--- config.mk ---
export PLATFORM = sky130hd
export DESIGN_NAME = ldl_rr_req_cnt_flat
export DESIGN_NICKNAME = d
export VERILOG_FILES = /design/src/rtl/ldl_rr_req_cnt_if.sv /design/src/rtl/ldl_rr_req_cnt.sv /design/src/flat_wrapper.sv
export SDC_FILE = /design/constraint.sdc
export NUM_CORES = 1
export LEC_CHECK = 0
export CORE_MARGIN = 5
export CORE_UTILIZATION = 40
export DETAILED_ROUTE_END_ITERATION = 10
export PLACE_DENSITY = 0.74
export RECOVER_POWER = 25
export SYNTH_ARGS = -nofsm -noshare
export SYNTH_HDL_FRONTEND = slang
export SYNTH_SLANG_ARGS = --single-unit
--- constraint.sdc ---
create_clock -name clk -period 21.9 [get_ports clk]
set_clock_uncertainty 0.15 [all_clocks]
set_input_delay 6.57 -clock clk [delete_from_list [all_inputs] [get_ports clk]]
set_output_delay 6.57 -clock clk [all_outputs]
set_load 0.03 [all_outputs]
--- src/rtl/ldl_rr_req_cnt_if.sv ---
// Request/grant bundle between the event sources, the pending-event counter and the arbiter.
// The master side posts events and grants and observes the counters. The slave side is the counter block.
interface ldl_rr_req_cnt_if #(
  parameter int BIN_WIDTH = 3,
  parameter int CNT_WIDTH = 4,
  localparam int REQ_WIDTH = 1 << BIN_WIDTH,
  localparam int TOT_WIDTH = CNT_WIDTH + BIN_WIDTH
);
  logic [REQ_WIDTH-1:0]           inc;
  logic                           gnt_valid;
  logic                           gnt_ready;
  logic [BIN_WIDTH-1:0]           gnt_bin;
  logic                           clr_err;
  logic [REQ_WIDTH-1:0]           req;
  logic [REQ_WIDTH*CNT_WIDTH-1:0] cnt;
  logic [REQ_WIDTH-1:0]           full;
  logic [TOT_WIDTH-1:0]           total;
  logic                           empty;
  logic [REQ_WIDTH-1:0]           ovf;
  logic [REQ_WIDTH-1:0]           unf;

  modport master (
    output inc, gnt_valid, gnt_ready, gnt_bin, clr_err,
    input  req, cnt, full, total, empty, ovf, unf
  );

  modport slave (
    input  inc, gnt_valid, gnt_ready, gnt_bin, clr_err,
    output req, cnt, full, total, empty, ovf, unf
  );
endinterface

--- src/rtl/ldl_rr_req_cnt.sv ---
// Per-requester pending-event counters that feed the round-robin arbiter's req vector.
// Each accepted grant retires one event. Counters saturate, and the sticky ovf/unf flags record any lost accounting.
module ldl_rr_req_cnt #(
  parameter int BIN_WIDTH = 3,
  parameter int CNT_WIDTH = 4,
  localparam int REQ_WIDTH = 1 << BIN_WIDTH,
  localparam int TOT_WIDTH = CNT_WIDTH + BIN_WIDTH
) (
  input logic             clk,
  input logic             rst,
  ldl_rr_req_cnt_if.slave bus
);
  localparam logic [CNT_WIDTH-1:0] CNT_MAX = '1;

  logic [REQ_WIDTH*CNT_WIDTH-1:0] cnt_q, cnt_d;
  logic [REQ_WIDTH-1:0]           ovf_q, ovf_d, ovf_set;
  logic [REQ_WIDTH-1:0]           unf_q, unf_d, unf_set;
  logic [TOT_WIDTH-1:0]           total_q, total_d;
  logic [REQ_WIDTH-1:0]           req_w, full_w;
  logic [CNT_WIDTH-1:0]           cur;
  logic                           gnt, dec_i;

  assign gnt = bus.gnt_valid & bus.gnt_ready;

  always_comb begin
    cnt_d   = cnt_q;
    ovf_set = '0;
    unf_set = '0;
    total_d = '0;
    cur     = '0;
    dec_i   = 1'b0;
    for (int i = 0; i < REQ_WIDTH; i++) begin
      cur   = cnt_q[i*CNT_WIDTH +: CNT_WIDTH];
      dec_i = gnt && (bus.gnt_bin == BIN_WIDTH'(i));
      case ({bus.inc[i], dec_i})
        2'b10: begin
          if (cur == CNT_MAX) ovf_set[i] = 1'b1;
          else cnt_d[i*CNT_WIDTH +: CNT_WIDTH] = cur + CNT_WIDTH'(1);
        end
        2'b01: begin
          if (cur == '0) unf_set[i] = 1'b1;
          else cnt_d[i*CNT_WIDTH +: CNT_WIDTH] = cur - CNT_WIDTH'(1);
        end
        // A grant against an empty counter is bogus, but the new event still counts.
        2'b11: begin
          if (cur == '0) begin
            cnt_d[i*CNT_WIDTH +: CNT_WIDTH] = CNT_WIDTH'(1);
            unf_set[i] = 1'b1;
          end
        end
        default: ;
      endcase
      total_d = total_d + TOT_WIDTH'(cnt_d[i*CNT_WIDTH +: CNT_WIDTH]);
    end
    ovf_d = ovf_set | (ovf_q & ~{REQ_WIDTH{bus.clr_err}});
    unf_d = unf_set | (unf_q & ~{REQ_WIDTH{bus.clr_err}});
  end

  always_ff @(posedge clk) begin
    if (rst) begin
      cnt_q   <= '0;
      ovf_q   <= '0;
      unf_q   <= '0;
      total_q <= '0;
    end else begin
      cnt_q   <= cnt_d;
      ovf_q   <= ovf_d;
      unf_q   <= unf_d;
      total_q <= total_d;
    end
  end

  always_comb begin
    req_w  = '0;
    full_w = '0;
    for (int i = 0; i < REQ_WIDTH; i++) begin
      req_w[i]  = cnt_q[i*CNT_WIDTH +: CNT_WIDTH] != '0;
      full_w[i] = cnt_q[i*CNT_WIDTH +: CNT_WIDTH] == CNT_MAX;
    end
  end

  assign bus.req   = req_w;
  assign bus.full  = full_w;
  assign bus.cnt   = cnt_q;
  assign bus.total = total_q;
  assign bus.empty = ~|cnt_q;
  assign bus.ovf   = ovf_q;
  assign bus.unf   = unf_q;
endmodule

--- src/flat_wrapper.sv ---
// flat-port wrapper written by rule: the top's interface ports become plain ports
module ldl_rr_req_cnt_flat 
#(
  parameter int BIN_WIDTH = 3,
  parameter int CNT_WIDTH = 4,
  localparam int REQ_WIDTH = 1 << BIN_WIDTH,
  localparam int TOT_WIDTH = CNT_WIDTH + BIN_WIDTH
)
  (clk, rst, bus_inc, bus_gnt_valid, bus_gnt_ready, bus_gnt_bin, bus_clr_err, bus_req, bus_cnt, bus_full, bus_total, bus_empty, bus_ovf, bus_unf);
  ldl_rr_req_cnt_if #(.BIN_WIDTH(BIN_WIDTH), .CNT_WIDTH(CNT_WIDTH)) bus_i ();
  input logic clk;
  input logic rst;
  input wire logic [$bits(bus_i.inc)-1:0] bus_inc;
  input wire logic [$bits(bus_i.gnt_valid)-1:0] bus_gnt_valid;
  input wire logic [$bits(bus_i.gnt_ready)-1:0] bus_gnt_ready;
  input wire logic [$bits(bus_i.gnt_bin)-1:0] bus_gnt_bin;
  input wire logic [$bits(bus_i.clr_err)-1:0] bus_clr_err;
  output wire logic [$bits(bus_i.req)-1:0] bus_req;
  output wire logic [$bits(bus_i.cnt)-1:0] bus_cnt;
  output wire logic [$bits(bus_i.full)-1:0] bus_full;
  output wire logic [$bits(bus_i.total)-1:0] bus_total;
  output wire logic [$bits(bus_i.empty)-1:0] bus_empty;
  output wire logic [$bits(bus_i.ovf)-1:0] bus_ovf;
  output wire logic [$bits(bus_i.unf)-1:0] bus_unf;
  assign bus_i.inc = bus_inc;
  assign bus_i.gnt_valid = bus_gnt_valid;
  assign bus_i.gnt_ready = bus_gnt_ready;
  assign bus_i.gnt_bin = bus_gnt_bin;
  assign bus_i.clr_err = bus_clr_err;
  assign bus_req = bus_i.req;
  assign bus_cnt = bus_i.cnt;
  assign bus_full = bus_i.full;
  assign bus_total = bus_i.total;
  assign bus_empty = bus_i.empty;
  assign bus_ovf = bus_i.ovf;
  assign bus_unf = bus_i.unf;
  ldl_rr_req_cnt #(.BIN_WIDTH(BIN_WIDTH), .CNT_WIDTH(CNT_WIDTH)) u_core (.clk(clk), .rst(rst), .bus(bus_i));
endmodule
# Word-level counts from Yosys, hierarchy flattened
# Index checks and enable logic that the tools add are counted.
# W data, S select, Z words.
# op_classes
add_sub_neg,23
eq_ne,39
mux,64
bitwise_logic,6
n_reduce_logical,35
# op_table
cell,count
$mux W4,24
$pmux W4 S3,8
$add A7 B4 Y7,6
$add A4 B1 Y4 const B,8
$eq A2 B2 Y1 const B,16
$eq A4 B4 Y1 const B,8
$logic_not A4 Y1,8
$mux W1,32
$reduce_bool A4 Y1,8
$reduce_or A32 Y1,1
$sub A4 B1 Y4 const B,8
$and A8 B8 Y8,2
$eq A2 B1 Y1 const B,8
$or A8 B8 Y8,2
$reduce_or A2 Y1,8
$eq A3 B3 Y1 const B,4
$logic_and A1 B1 Y1,8
$not A8 Y8,1
$eq A3 B2 Y1 const B,2
$add A4 B4 Y5,1
$eq A3 B1 Y1 const B,1
$logic_not A3 Y1,1
$and A1 B1 Y1,1
$logic_not A1 Y1,1
# totals
ff_bits,55
inputBits,16
word_cells,171

# Logic depth before layout (Yosys ltp)
# Gate-level depths: netlist of run 1.
# depth
ltp_word,11
ltp_mapped,25
ltp_nobuf,25

# Worst setup path before layout of run 1
# OpenSTA, ideal clock, no wires.
# synth_path
path_kind,in2reg
start,input bus_gnt_bin[2]
end,register u_core.total_q[6] (netlist: u_core.bus.total[6])
setup_time_ps,106
arrival_time_ps,11521
required_ps,21644
slack_ps,10123
path_stages,21
cell_sequence,and3b_1 > clkbuf_1 > buf_2 > a21oi_1 > a221o_1 > a21oi_1 > ha_1 > inv_1 > fa_1 > xnor2_1 > fa_1 > fa_1 > fa_1 > inv_1 > fa_1 > inv_1 > ha_1 > a21o_1 > a21oi_1 > o2111ai_1 > o311ai_0
# synth_via
elab_chain_cells,11
elab_cells_between_ends,55
# synth_rtl
item,line,rtl
start: declaration,flat_wrapper.sv:16,input wire logic [$bits(bus_i.gnt_bin)-1:0] bus_gnt_bin;
$eq A3 B1 Y1 (*),ldl_rr_req_cnt.sv:34,dec_i = gnt && (bus.gnt_bin == BIN_WIDTH'(i));
$logic_and A1 B1 Y1 (*),ldl_rr_req_cnt.sv:34,
$eq A2 B2 Y1 / $eq A2 B1 Y1 (equally long branches),ldl_rr_req_cnt.sv:35,"case ({bus.inc[i], dec_i})"
$pmux W4 S3 (*),ldl_rr_req_cnt.sv:35,
via u_core.cnt_d[4],ldl_rr_req_cnt.sv:15,"logic [REQ_WIDTH*CNT_WIDTH-1:0] cnt_q, cnt_d;"
$add A4 B4 Y5 (*),ldl_rr_req_cnt.sv:53,total_d = total_d + TOT_WIDTH'(cnt_d[i*CNT_WIDTH +: CNT_WIDTH]);
$add A7 B4 Y7 (*) (6 in series),ldl_rr_req_cnt.sv:53,
end signal: assignment,ldl_rr_req_cnt.sv:69,total_q <= total_d;
end: declaration,ldl_rr_req_cnt.sv:18,"logic [TOT_WIDTH-1:0] total_q, total_d;"
# The timed path passes the listed nets; every way through them passes the cells marked *.
# A chain may end at the register's enable or synchronous reset.

# Worst setup path in the final report of run 1
# layout_path
start,input bus_gnt_valid
end,register u_core.total_q[5] (netlist: u_core.bus.total[5])
# layout_via
elab_chain_cells,11
elab_cells_between_ends,48
# layout_rtl
item,line,rtl
start: declaration,flat_wrapper.sv:14,input wire logic [$bits(bus_i.gnt_valid)-1:0] bus_gnt_valid;
$and A1 B1 Y1 (*),ldl_rr_req_cnt.sv:23,assign gnt = bus.gnt_valid & bus.gnt_ready;
$logic_and A1 B1 Y1 (*),ldl_rr_req_cnt.sv:34,
$eq A2 B2 Y1 / $eq A2 B1 Y1 (equally long branches),ldl_rr_req_cnt.sv:35,
$pmux W4 S3 (*),ldl_rr_req_cnt.sv:35,
via u_core.cnt_d[1],ldl_rr_req_cnt.sv:15,
$add A4 B4 Y5 (*),ldl_rr_req_cnt.sv:53,
$add A7 B4 Y7 (*) (6 in series),ldl_rr_req_cnt.sv:53,
# Marks and branches as above.

==> results of run 1 <==
cell families after synthesis:
kind of cell | synth area share, %
xor+xnor | 0.715
simple gates | 22.9
flops | 22.5
fa+ha+maj | 17.7
compound gates | 23.0
mux | 4.50
buf+inv | 8.66
layer usage:
layer	part of all wire (%)	wire length [µm]	up-vias	track usage (%)
li1	-	-	2388	-
met1	45	6330	2351	24.9
met2	46	6500	191	31.1
met3	7.0	981	23	4.63
met4	2.1	291	0	7.01
met5	0	0	-	0
path summary, 6_finish.rpt:
| kind | startpoint | endpoint | slack [ps] |
|---|---|---|---|
| setup / recovery | bus_gnt_valid | u_core.bus.total[5] | 9090 |
| hold / removal | u_core.bus.ovf[6] | u_core.bus.ovf[6] | 310 |
| setup reg to reg | u_core.bus.cnt[5] | u_core.bus.total[6] | 15170 |
| hold reg to reg | u_core.bus.ovf[6] | u_core.bus.ovf[6] | 310 |
worst reg2reg max path, delay by kind of cell (launching register included):
family	cells	cell delay, ps
compound gates	6	960
buf+inv	5	520
flops	1	400
fa+ha+maj	9	3530
simple gates	2	860
xor+xnor	1	220
cells in the mapped netlist (9+ instances only):
cell       instances  area, µm²
inv_1             68        255
dfxtp_1           55       1100
ha_1              39        488
nand3_1           37        185
nor2_1            36        135
clkbuf_1          33        124
nand2_1           30        113
a21oi_1           25        125
nor3_1            21        105
a31oi_1           20        125
fa_1              19        380
a211oi_1          18        135
nor4_1            14       87.6
mux2i_1           13        130
nor3b_1           13       97.6
a22oi_1           10       75.1
o2111ai_1         10       87.6
or2_2              9       56.3
or4_1              9       67.6
flip-flops by register name, summed over array words and instances, names as in the netlist:
signal	count
u_core.bus.unf	8
u_core.bus.total	7
u_core.bus.cnt	32
u_core.bus.ovf	8
cell type report:
class	instances	area, µm²	share of cell area [%]
Clock buffer	8	156	2.63
Inverter	68	255	4.29
Multi-Input combinational cell	448	3370	56.6
Sequential cell	55	1100	18.5
Tap cell	147	184	3.09
Timing Repair Buffer	90	885	14.9
power groups by stage:
stage | Combinational [mW] | Clock (mW) | Sequential [mW]
floorplan | 0.116 | 0 | 0.128
CTS | 0.188 | 0.0895 | 0.114
global route | 0.207 | 0.0934 | 0.116
global placement | 0.179 | 0 | 0.116
detailed placement | 0.186 | 0 | 0.117
finish | 0.184 | 0.0868 | 0.114
through the flow:
step	cell area [µm²]	power, mW	cells	setup slack (ps)
final	5950	0.386	816	9090
after global routing	5950	0.416	816	8690
after CTS	5960	0.392	816	9190
after detailed placement	5800	0.303	808	8890
after global placement	5800	0.296	808	8950
after floorplan	4900	0.244	612	10120
==> results_tabular.tex, run 1 <==
\begin{tabular}{lr}
\hline
Metric & Value \\
\hline
\multicolumn{2}{l}{\textbf{Clock tree}} \\
\quad Cts-stage hold buffer count & 0 \\
\quad Maximum buffer depth of the clock tree & 2 \\
\quad Clock buffers created by TritonCTS & 5 \\
\quad Number of cells upsized or downsized after cts & 0 \\
\quad Sink count of the clock tree & 55 \\
\quad H-tree depth reported by CTS & 2 \\
\quad Setup repair bufs after CTS & 0 \\
\quad Clock slew at reported path FFs & 70 ps \\
\quad Clock root buffer master & clkbuf\_16 \\
\quad CTS tree & yes \\
\quad Clock latency at the later pin of the worst-skew pair & 300 ps \\
\multicolumn{2}{l}{\textbf{Power}} \\
\quad Combinational share of power & 47.8\% \\
\quad Psw & 0.153 mW \\
\quad Clock share of power & 22.5\% \\
\quad Cell-internal power & 0.233 mW \\
\quad Power density relative to cell area & 64.8 nW/µm² \\
\quad Pleak & 2.45 nW \\
\quad Switching power as a share of total power & 39.7\% \\
\quad Max IR drop VDD & 0.0352 mV \\
\quad Sequential share of power & 29.6\% \\
\multicolumn{2}{l}{\textbf{Floorplan}} \\
\quad Die outline width & 121 µm \\
\quad Vertical die dimension & 121 µm \\
\quad Row cnt & 40 \\
\quad Area enclosed by the die boundary & 14,600 µm² \\
\quad Top-Level Pins & 88 \\
\quad Initial standard-cell utilization of the core & 40.8\% \\
\quad Area of the core & 12,000 µm² \\
\multicolumn{2}{l}{\textbf{Yosys}} \\
\quad Synthesis-stage register bit count & 55 \\
\quad Post-Synthesis Mean Instance Area & 8.00 µm² \\
\quad Post-synth EDFFs & 0 \\
\quad Synth cell types & 57 \\
\quad Share of the yosys chip area belonging to registers & 22.5\% \\
\quad Synthesized netlist net count & 686 \\
\quad Warnings from Yosys & 0 \\
\quad Cell Area, Synth & 4900 µm² \\
\quad Asr flop ratio synth & 0\% \\
\quad Cells after synthesis & 612 \\
\quad Most used flip-flop cell after synthesis & dfxtp\_1 \\
\multicolumn{2}{l}{\textbf{Setup path}} \\
\quad Cell breakdown of the critical path & dlygate4sd3\_1 > and3b\_1 > nand2\_1 > or4\_1 > nand3\_1 > ha\_1 > a21o\_1 > a21oi\_1 > xnor2\_1 > fa\_1 > inv\_1 > fa\_1 > inv\_1 > fa\_1 > inv\_1 > fa\_1 > inv\_1 > ha\_1 > nor2b\_1 > o21ai\_0 > nor3b\_1 > nor3\_1 \\
\quad Depth of the critical timing path with buffers and inverters included & 22 \\
\quad Worst setup path category & primary input to flip-flop \\
\quad Library cell contributing the largest single delay on the critical path & and3b\_1 \\
\quad Crit. End Element & flip-flop \\
\quad Maximum fanout along the worst path & 26 \\
\quad Type of element launching the critical path & primary input \\
\quad Critical path's largest stage delay & 770 ps \\
\quad Critical Path RT & 21,900 ps \\
\quad CP Buf/Inv Count & 5 \\
\quad Cell count of the worst reg-to-reg path & 23 \\
\quad Data arrival time of the worst path & 12,810 ps \\
\quad Critical path's top delay family & adder cells \\
\multicolumn{2}{l}{\textbf{Detailed routing}} \\
\quad Final WL & 14,100 µm \\
\quad Initial detailed-routing violation count & 328 \\
\quad Initial DRT Pass Iterations & 5 \\
\quad Post-detailed-route via-to-cell ratio & 6.07 \\
\quad Routed len/inst & 17.3 µm \\
\quad Remaining antenna violation count & 0 \\
\quad DRC violation count after routing & 0 \\
\quad Vias & 4,953 \\
\multicolumn{2}{l}{\textbf{Timing}} \\
\quad Number of pins with negative max-slew slack in the final report & 0 \\
\quad Period Utilization, post-route & 58.5\% \\
\quad Final worst path period need & 12,810 ps \\
\quad Total negative slack & 0 ps \\
\quad Max Fclk & 78.1 MHz \\
\quad Hold Fails Final Rpt & 0 \\
\quad Final hold slack & 313 ps \\
\quad Worst max-slew margin expressed relative to the limit & 9.44\% \\
\quad Count of endpoints failing setup in the final report & 0 \\
\quad Worst Tran Pin Value & 1360 ps \\
\quad RSZ-0062 raised after global routing & false \\
\multicolumn{2}{l}{\textbf{Run}} \\
\quad Max-cap viol count & 0 \\
\multicolumn{2}{l}{\textbf{Place}} \\
\quad Placer's final routability congestion estimate & 0.863 \\
\quad Input/output buffers & 87 \\
\quad Total half-perimeter wirelength after legalization and detailed placement & 10,600 µm \\
\multicolumn{2}{l}{\textbf{GRT}} \\
\quad Antenna violations before repair & 0 \\
\quad GR Util All Layers & 19.2\% \\
\quad Pin count of the biggest net entering global routing & 56 \\
\quad Number of global-route vias before repair & 4,870 \\
\quad Gr ovfl total & 0 \\
\quad Global-route wire length before repair & 23,200 µm \\
\multicolumn{2}{l}{\textbf{Cells and area}} \\
\quad Area Growth Syn to Fin & 21.6\% \\
\quad Fillers & 1,182 \\
\quad Most common cell after layout, fill and taps aside & inv\_1 \\
\quad Top library cells by usage in the layout, fill and taps aside & inv\_1, clkdlybuf4s50\_1, dfxtp\_1 \\
\quad Antenna fix cells & 0 \\
\quad Nets & 742 \\
\quad Core utilization of the finished layout & 49.6\% \\
\quad Fraction of layout instances using a drive strength above 1 & 3.74\% \\
\multicolumn{2}{l}{\textbf{Min path}} \\
\quad Number of instances on the worst hold path & 2 \\
\quad Path type of the worst min-delay path & flip-flop to flip-flop \\
\multicolumn{2}{l}{\textbf{Outcome}} \\
\quad Result of the run & complete, no violations \\
\hline
\end{tabular}
Power figures use the tool's default switching activity.
==> run 2, diff against run 1 <==
Settings changed: PLACE_DENSITY 0.74 to 0.76.
Clock period 21.9 ns to 11.4 ns, I/O delays scaled along.
==> results_tabular.tex, run 2 (synthesized netlist as in run 1, its figures left out) <==
\begin{tabular}{lr}
\hline
Metric & Value \\
\hline
\multicolumn{2}{l}{\textbf{Clock tree}} \\
\quad Cts-stage hold buffer count & 0 \\
\quad Setup repair bufs after CTS & 0 \\
\quad Clock root buffer master & clkbuf\_16 \\
\quad Sink count of the clock tree & 55 \\
\quad Clock slew at reported path FFs & 70 ps \\
\quad CTS tree & yes \\
\quad Number of cells upsized or downsized after cts & 0 \\
\quad Clock buffers created by TritonCTS & 5 \\
\quad Clock latency at the later pin of the worst-skew pair & 300 ps \\
\quad Maximum buffer depth of the clock tree & 2 \\
\quad H-tree depth reported by CTS & 2 \\
\multicolumn{2}{l}{\textbf{Detailed routing}} \\
\quad Post-detailed-route via-to-cell ratio & 6.19 \\
\quad Vias & 5,046 \\
\quad Initial DRT Pass Iterations & 7 \\
\quad Routed len/inst & 17.7 µm \\
\quad Final WL & 14,400 µm \\
\quad Initial detailed-routing violation count & 402 \\
\quad DRC violation count after routing & 0 \\
\quad Remaining antenna violation count & 0 \\
\multicolumn{2}{l}{\textbf{Setup path}} \\
\quad Worst setup path category & primary input to flip-flop \\
\quad Maximum fanout along the worst path & 26 \\
\quad Critical Path RT & 11,410 ps \\
\quad Library cell contributing the largest single delay on the critical path & and3b\_1 \\
\quad Data arrival time of the worst path & 9740 ps \\
\quad Cell breakdown of the critical path & dlygate4sd3\_1 > and3b\_1 > nand2\_1 > or4\_1 > nand3\_1 > ha\_1 > a21o\_1 > a21oi\_1 > xnor2\_1 > fa\_1 > inv\_1 > fa\_1 > inv\_1 > fa\_1 > inv\_1 > fa\_1 > inv\_1 > ha\_1 > nor2b\_1 > o21ai\_0 > nor3b\_1 > nor3\_1 \\
\quad Crit. End Element & flip-flop \\
\quad Critical path's largest stage delay & 790 ps \\
\quad Type of element launching the critical path & primary input \\
\multicolumn{2}{l}{\textbf{Power}} \\
\quad Power density relative to cell area & 121 nW/µm² \\
\quad Pleak & 2.43 nW \\
\quad Power, Total & 0.718 mW \\
\quad Max IR drop VDD & 0.0510 mV \\
\multicolumn{2}{l}{\textbf{Timing}} \\
\quad Final worst path period need & 9740 ps \\
\quad RSZ-0062 raised after global routing & false \\
\quad Count of endpoints failing setup in the final report & 0 \\
\quad Period Utilization, post-route & 85.4\% \\
\quad Hold Fails Final Rpt & 0 \\
\quad Final hold slack & 311 ps \\
\quad Number of pins with negative max-slew slack in the final report & 0 \\
\quad Worst max-slew margin expressed relative to the limit & 3.18\% \\
\quad Worst Tran Pin Value & 1450 ps \\
\quad Total negative slack & 0 ps \\
\quad Max Fclk & 103 MHz \\
\multicolumn{2}{l}{\textbf{Cells and area}} \\
\quad Fraction of layout instances using a drive strength above 1 & 3.59\% \\
\quad Max FFs per register & 32 \\
\quad Fillers & 1,136 \\
\quad Area Growth Syn to Fin & 21.2\% \\
\quad Most common cell after layout, fill and taps aside & inv\_1 \\
\quad Top library cells by usage in the layout, fill and taps aside & inv\_1, clkdlybuf4s50\_1, dfxtp\_1 \\
\quad Area of combinational cells with multiple inputs & 3370 µm² \\
\quad Sequential cell area & 1100 µm² \\
\quad Nets & 743 \\
\quad Antenna fix cells & 0 \\
\quad Core utilization of the finished layout & 49.4\% \\
\multicolumn{2}{l}{\textbf{Floorplan}} \\
\quad Initial standard-cell utilization of the core & 40.8\% \\
\quad Vertical die dimension & 121 µm \\
\quad Area enclosed by the die boundary & 14,600 µm² \\
\quad Row cnt & 40 \\
\quad Area of the core & 12,000 µm² \\
\quad Die outline width & 121 µm \\
\quad Top-Level Pins & 88 \\
\multicolumn{2}{l}{\textbf{GRT}} \\
\quad Antenna violations before repair & 0 \\
\quad Gr ovfl total & 0 \\
\quad Pin count of the biggest net entering global routing & 56 \\
\quad Number of global-route vias before repair & 4,901 \\
\quad Global-route wire length before repair & 23,600 µm \\
\quad GR Util All Layers & 19.7\% \\
\multicolumn{2}{l}{\textbf{Place}} \\
\quad Input/output buffers & 87 \\
\quad Placer's final routability congestion estimate & 0.867 \\
\quad Total half-perimeter wirelength after legalization and detailed placement & 10,700 µm \\
\multicolumn{2}{l}{\textbf{Outcome}} \\
\quad Result of the run & complete, no violations \\
\multicolumn{2}{l}{\textbf{Min path}} \\
\quad Path type of the worst min-delay path & flip-flop to flip-flop \\
\multicolumn{2}{l}{\textbf{Run}} \\
\quad Max-cap viol count & 0 \\
\hline
\end{tabular}
[run 2: cell count changes in the layout (fill, tap and decap cells not counted), sizes merged]
cell    before  now
clkbuf       9    7
buf          3    4
[run 2: area by class of cell]
cell class / instances / share of cell area (%)
multi-input cells: 448 / 56.8
flip-flops and latches: 55 / 18.6
repair buffers: 91 / 15.0
inverters: 68 / 4.30
well taps: 147 / 3.10
clock buffers: 6 / 2.17
[run 2: per-layer routing]
metal	track usage [%]	part of all wire [%]	vias up
met3	4.07	8.1	23
li1	-	-	2381
met2	33.1	47	234
met5	0	0	-
met4	7.01	1.8	0
met1	24.9	43	2408
[run 2: through the flow]
step	cell area, µm²	setup WS [ps]	cells
floorplan	4900	2770	612
global route	5930	1330	815
global placement	5810	1640	809
finish	5930	1660	815
detailed placement	5810	1450	809
CTS	5940	1770	815
[run 2: report_power, final]
group          switching, mW  internal, mW  leakage (nW)
logic                  0.203         0.143          1.92
clock network         0.0722        0.0795        0.0628
registers             0.0130         0.207         0.448
total                  0.288         0.430          2.43
[run 2: critical path: cells and delay by family]
family | cells | cell delay [ps]
fa+ha+maj | 6 | 2580
xor+xnor | 1 | 110
simple gates | 7 | 2270
buf+inv | 5 | 790
compound gates | 3 | 560
[run 2: worst paths after layout]
check,start,end,slack [ps],depth (start not counted)
worst max-delay path,bus_gnt_ready,u_core.bus.total[5],1660,22
worst min-delay path,u_core.bus.ovf[7],u_core.bus.ovf[7],310,2
worst max register to register,u_core.bus.cnt[4],u_core.bus.total[6],4690,23
worst min register to register,u_core.bus.ovf[7],u_core.bus.ovf[7],310,2
